## src/rtl/texture_loader_pkg.sv

```systemverilog
// Shared constants for the host-loaded texture store: command code, address fields, FSM encodings.
package texture_loader_pkg;

  localparam logic [7:0] TEXLOAD_CMD_WRITE = 8'h02;

  localparam int TEX_ADDR_BITS = 13;
  localparam int TEX_SIDE_BIT  = 12;
  localparam int TEX_COL_MSB   = 11;
  localparam int TEX_COL_LSB   = 6;
  localparam int TEX_ROW_MSB   = 5;
  localparam int TEX_ROW_LSB   = 0;

  localparam logic [2:0] ST_IDLE    = 3'd0;
  localparam logic [2:0] ST_CMD     = 3'd1;
  localparam logic [2:0] ST_ADDR_HI = 3'd2;
  localparam logic [2:0] ST_ADDR_LO = 3'd3;
  localparam logic [2:0] ST_DATA    = 3'd4;
  localparam logic [2:0] ST_IGNORE  = 3'd5;

endpackage

```

## src/rtl/texture_loader_spi_sync_edge.sv

```systemverilog
// Synchronises SPI sclk/mosi/csb into clk and flags sclk rise and csb rise/fall.
// Latency: 2 clk synchroniser + 1 clk edge detect; no backpressure (free-running sampler).
// Requires f_clk >= 4 * f_sclk.
module spi_sync_edge (
  input  logic clk,
  input  logic reset_n,
  input  logic spi_sclk,
  input  logic spi_mosi,
  input  logic spi_csb,
  output logic mosi_s,
  output logic csb_s,
  output logic sclk_rise,
  output logic csb_rise,
  output logic csb_fall
);

  logic sclk_m, sclk_s, sclk_prev;
  logic mosi_m;
  logic csb_m, csb_prev;

  always_ff @(posedge clk or negedge reset_n) begin
    if (!reset_n) begin
      sclk_m    <= 1'b0;
      sclk_s    <= 1'b0;
      sclk_prev <= 1'b0;
      mosi_m    <= 1'b0;
      mosi_s    <= 1'b0;
      csb_m     <= 1'b0;
      csb_s     <= 1'b0;
      csb_prev  <= 1'b0;
    end else begin
      sclk_m    <= spi_sclk;
      sclk_s    <= sclk_m;
      sclk_prev <= sclk_s;
      mosi_m    <= spi_mosi;
      mosi_s    <= mosi_m;
      csb_m     <= spi_csb;
      csb_s     <= csb_m;
      csb_prev  <= csb_s;
    end
  end

  assign sclk_rise = sclk_s & ~sclk_prev;
  assign csb_rise  = csb_s & ~csb_prev;
  assign csb_fall  = ~csb_s & csb_prev;

endmodule

```

## src/rtl/texture_loader.sv

```systemverilog
// SPI-to-texture-memory write bridge: 02 <addr_hi> <addr_lo> <data...>, auto-incrementing address.
// Latency: we one clk after the 8th sampled sclk rise; no backpressure, host paces via sclk.
// Optional TEXTURE_LOADER_CHECKSUM_EN: 8-bit running sum of data bytes on checksum.
module texture_loader
  import texture_loader_pkg::*;
#(
  parameter int CHANNEL_BITS = 2,
  parameter int ADDR_BITS    = TEX_ADDR_BITS
) (
  input  logic                      clk,
  input  logic                      reset_n,
  input  logic                      spi_sclk,
  input  logic                      spi_mosi,
  input  logic                      spi_csb,
  output logic                      we,
  output logic [ADDR_BITS-1:0]      waddr,
  output logic [CHANNEL_BITS*3-1:0] wdata,
  output logic                      busy,
  output logic                      done,
  output logic [7:0]                checksum
);

  logic mosi_s, csb_s, sclk_rise, csb_rise, csb_fall;

  spi_sync_edge u_sync (
    .clk       (clk),
    .reset_n   (reset_n),
    .spi_sclk  (spi_sclk),
    .spi_mosi  (spi_mosi),
    .spi_csb   (spi_csb),
    .mosi_s    (mosi_s),
    .csb_s     (csb_s),
    .sclk_rise (sclk_rise),
    .csb_rise  (csb_rise),
    .csb_fall  (csb_fall)
  );

  logic [2:0]           state;
  logic [2:0]           bit_cnt;
  logic [6:0]           shreg;
  logic [ADDR_BITS-1:0] addr;
  logic                 wrote;
  logic [7:0]           rx_byte;
  logic                 byte_done;

  assign rx_byte   = {shreg, mosi_s};
  // csb_s gating makes a simultaneous CSb rise win over a completing byte
  assign byte_done = sclk_rise & ~csb_s & (bit_cnt == 3'd7);

  always_ff @(posedge clk or negedge reset_n) begin
    if (!reset_n) begin
      state   <= ST_IDLE;
      bit_cnt <= 3'd0;
      shreg   <= 7'd0;
      addr    <= '0;
      wrote   <= 1'b0;
      we      <= 1'b0;
      waddr   <= '0;
      wdata   <= '0;
      busy    <= 1'b0;
      done    <= 1'b0;
    end else begin
      we   <= 1'b0;
      done <= 1'b0;
      if (csb_s) begin
        state   <= ST_IDLE;
        bit_cnt <= 3'd0;
        busy    <= 1'b0;
        wrote   <= 1'b0;
        if (csb_rise) done <= wrote;
      end else begin
        if (sclk_rise) begin
          bit_cnt <= bit_cnt + 3'd1;
          shreg   <= rx_byte[6:0];
        end
        case (state)
          ST_IDLE: if (csb_fall) state <= ST_CMD;
          ST_CMD: if (byte_done) begin
            if (rx_byte == TEXLOAD_CMD_WRITE) begin
              state <= ST_ADDR_HI;
              busy  <= 1'b1;
            end else begin
              state <= ST_IGNORE;
            end
          end
          ST_ADDR_HI: if (byte_done) begin
            addr[ADDR_BITS-1:8] <= rx_byte[ADDR_BITS-9:0];
            state               <= ST_ADDR_LO;
          end
          ST_ADDR_LO: if (byte_done) begin
            addr[7:0] <= rx_byte;
            state     <= ST_DATA;
          end
          ST_DATA: if (byte_done) begin
            we    <= 1'b1;
            waddr <= addr;
            wdata <= rx_byte[CHANNEL_BITS*3-1:0];
            addr  <= addr + {{(ADDR_BITS-1){1'b0}}, 1'b1};
            wrote <= 1'b1;
          end
          default: state <= ST_IGNORE;
        endcase
      end
    end
  end

`ifdef TEXTURE_LOADER_CHECKSUM_EN
  always_ff @(posedge clk or negedge reset_n) begin
    if (!reset_n) begin
      checksum <= 8'h00;
    end else if (state == ST_CMD && byte_done && rx_byte == TEXLOAD_CMD_WRITE) begin
      checksum <= 8'h00;
    end else if (state == ST_DATA && byte_done) begin
      checksum <= checksum + rx_byte;
    end
  end
`else
  assign checksum = 8'h00;
`endif

endmodule
```

## config.mk

```make
export PLATFORM = sky130hd
export DESIGN_NAME = texture_loader
export DESIGN_NICKNAME = d
export VERILOG_FILES = /design/src/rtl/texture_loader_pkg.sv /design/src/rtl/texture_loader_spi_sync_edge.sv /design/src/rtl/texture_loader.sv
export SDC_FILE = /design/constraint.sdc
export NUM_CORES = 1
export LEC_CHECK = 0
export CORE_ASPECT_RATIO = 0.75
export CORE_MARGIN = 2
export CORE_UTILIZATION = 54
export CTS_CLUSTER_SIZE = 10
export DETAILED_ROUTE_END_ITERATION = 6
export PLACE_DENSITY = 0.79
export SLEW_MARGIN = 10
export SYNTH_ARGS = -nofsm -noshare
export SYNTH_HDL_FRONTEND = slang
export SYNTH_SLANG_ARGS = --single-unit
export TNS_END_PERCENT = 5
```

## constraint.sdc

```tcl
create_clock -name clk -period 2.1 [get_ports clk]
set_input_delay 0.42 -clock clk [delete_from_list [all_inputs] [get_ports clk]]
set_output_delay 0.42 -clock clk [all_outputs]
set_load 0.01 [all_outputs]
```

==> results.ini <==
[run_status]
outcome=complete, no violations

[yosys]
synth_xor_area_frac=0.00668
ys_warn_count=0
netlist_instances=219
synth-edff-count=0
synth_top_family_by_area=simple AND/OR/NAND/NOR gates
seq_area_frac_synth=0.544
synthMuxAreaShare=0.123
avgSynthCellArea_um2=12.0
synthAdderAreaFrac=0.0143
ys_ff_latch=57
yosys_most_used_dff=dfrtp_1
synth_simple_gate_area_frac=0.130
yosysUniqueCellTypes=48
synth-compound-area-share=0.121
synth_area_um2=2620
async_reset_ff_frac=1.00

[clock_tree]
cts_max_path_buffers=2
htreeDepth=3
root_buffer=clkbuf_8
clock_sinks=57
clk_pin_slew_worst_paths_ps=60
cts_tree=done
cts_resized=0
ctsHoldBuffers=0
post-cts-setup-buffer-count=0
cts_buffers=9
clk_latency_ps=330

[sta]
relSlewSlack=0.650
min_period_over_period=0.908
skew_ps=5.63
hold_viol=0
finalSetupTns_ps=0
tightest_slew_ps=525
setup_viol=0
max_freq_mhz=524
rsz0062_at_grt=no
period_minus_slack_ps=1910
finalMaxSlewViolations=0

[critical_path]
crit_top_cell=ha_1
max_stage_delay_ps=390
crit_slowest_cell=dfrtp_1
path_max_fanout=12
worstPathCellList=ha_1, ha_1, and4bb_2, nand2_1, buf_4, mux2_2
critical_path_class=flip-flop to flip-flop
cp.arrival_ps=2120
cp-start-kind=flip-flop
reg2regPathDepth=6
worstPathRequired_ps=2320
worstSetupEndpointType=flip-flop

[worst_hold_path]
hold_class=input pin to async pin

[floorplanning]
fp.dieH_um=64.4
row_count=21
die-area_um2=5440
die_x_um=84.5
start_util=0.574
pin_count=35
core_um2=4570

[pwr]
power_leakage_nw=1.45
total_power_mw=2.43
max-vdd-ir-drop_mv=0.612
cellPowerDensity_nw_per_um2=787

[global_route]
grt_usage=0.205
grt_pass1_wl_um=8490
busiest_layer=met1
grt.met1_usage=0.289
grt_overflow=0
antenna_found_initial=0
grt_max_degree=58
use_met3=0.0711
grt_pass1_vias=1717
grt_use_met2=0.284

[route]
avgRoutedWirePerCell_um=15.8
wl_um=4930
drc=0
vias=1787
ant_nets=0
vias_per_cell=5.75
first_pass_iters=4
drt_iter0_drc=140

[place]
port_buffers=26
hpwl_um=3340
gp_congestion=0.841

[final_layout]
n_antenna_cell=0
drive_gt1_frac=0.224
nets=257
final_common_cell=dfrtp_1
area_delta_synth_final_pct=17.9
final_cell_mix=57 x dfrtp_1, 26 x mux2_2, 25 x clkdlybuf4s50_1, 13 x a21oi_1, 12 x nor2_1

[flow_run]
cap_violations=0

[report_power, final]
part / internal (mW) / leakage (nW) / switching (mW)
combinational: 0.104 / 0.590 / 0.0935
sequential: 1.16 / 0.764 / 0.0968
clock: 0.577 / 0.0974 / 0.399
[routing by layer]
layer	part of all wire	wire length [µm]	vias up
met2	0.44	2150	49
li1	-	-	844
met3	0.062	303	10
met1	0.48	2390	884
met4	0.017	86	0
met5	0	0	-
[critical path, delay by kind of cell, from the launching register on]
| family | cells | cell delay [ps] |
|---|---|---|
| buffers and inverters | 1 | 210 |
| multiplexers | 1 | 350 |
| adder cells (fa/ha/maj) | 2 | 440 |
| AND/OR/NAND/NOR | 2 | 410 |
| flip-flops | 1 | 390 |
[worst paths after layout]
| check | startpoint | end | slack [ps] |
|---|---|---|---|
| max in group asynchronous | reset_n | waddr[9]$_DFFE_PN0P_ | 1780 |
| setup / recovery | bit_cnt[0]$_DFFE_PN0P_ | waddr[5]$_DFFE_PN0P_ | 190 |
| min in group clk | u_sync.csb_m$_DFF_PN0_ | u_sync.csb_s$_DFF_PN0_ | 350 |
| hold / removal | reset_n | wrote$_DFFE_PN0P_ | 80 |
| hold reg to reg | u_sync.csb_m$_DFF_PN0_ | u_sync.csb_s$_DFF_PN0_ | 350 |
| setup reg to reg | bit_cnt[0]$_DFFE_PN0P_ | waddr[5]$_DFFE_PN0P_ | 190 |
[synthesized netlist by cell type, types with 4 or more instances]
cell type / instances / area [µm²]
a21oi_1: 13 / 65.1
a2bb2oi_1: 4 / 35.0
and4_1: 4 / 35.0
buf_2: 6 / 30.0
buf_4: 9 / 67.6
dfrtp_1: 57 / 1430
inv_1: 4 / 15.0
mux2_2: 26 / 293
nand2_1: 11 / 41.3
nand3_1: 7 / 35.0
nor2_1: 12 / 45.0
o21ai_0: 11 / 55.1
o22a_1: 4 / 35.0
[kinds of logic (layout without fill, tap and decap cells)]
kind of cell	Yosys count	count (layout)
compound gates	47	47
xor+xnor	2	2
fa+ha+maj	3	3
buf+inv	25	53
flops	57	57
mux	29	29
other cells	1	8
simple gates	55	55
[through the flow]
step	setup slack, ps	area, µm²	cells	utilization	hold slack, ps
floorplan	271	2650	226	-	124
global placement	259	2900	295	0.635	332
detailed placement	188	2900	295	0.635	340
CTS	179	3090	311	0.677	82.1
global route	112	3090	311	0.677	86.3
finish	193	3090	311	0.677	83.3
[flip-flops by register name (all words and copies together), names as in the netlist, 3 cells and up]
register and cells:
addr 13, waddr 13, shreg 7, wdata 6
bit_cnt 3, state 3
[area by class of cell]
| type | count | area, µm² |
|---|---|---|
| clock buffer | 13 | 149 |
| clock inverter | 3 | 40.0 |
| fill | 377 | 1480 |
| inverter | 4 | 15.0 |
| multi-input combinational | 144 | 1070 |
| sequential | 57 | 1430 |
| tap | 57 | 71.3 |
| timing repair buffer | 33 | 320 |
Note: power is estimated with default switching activity, not from simulation.
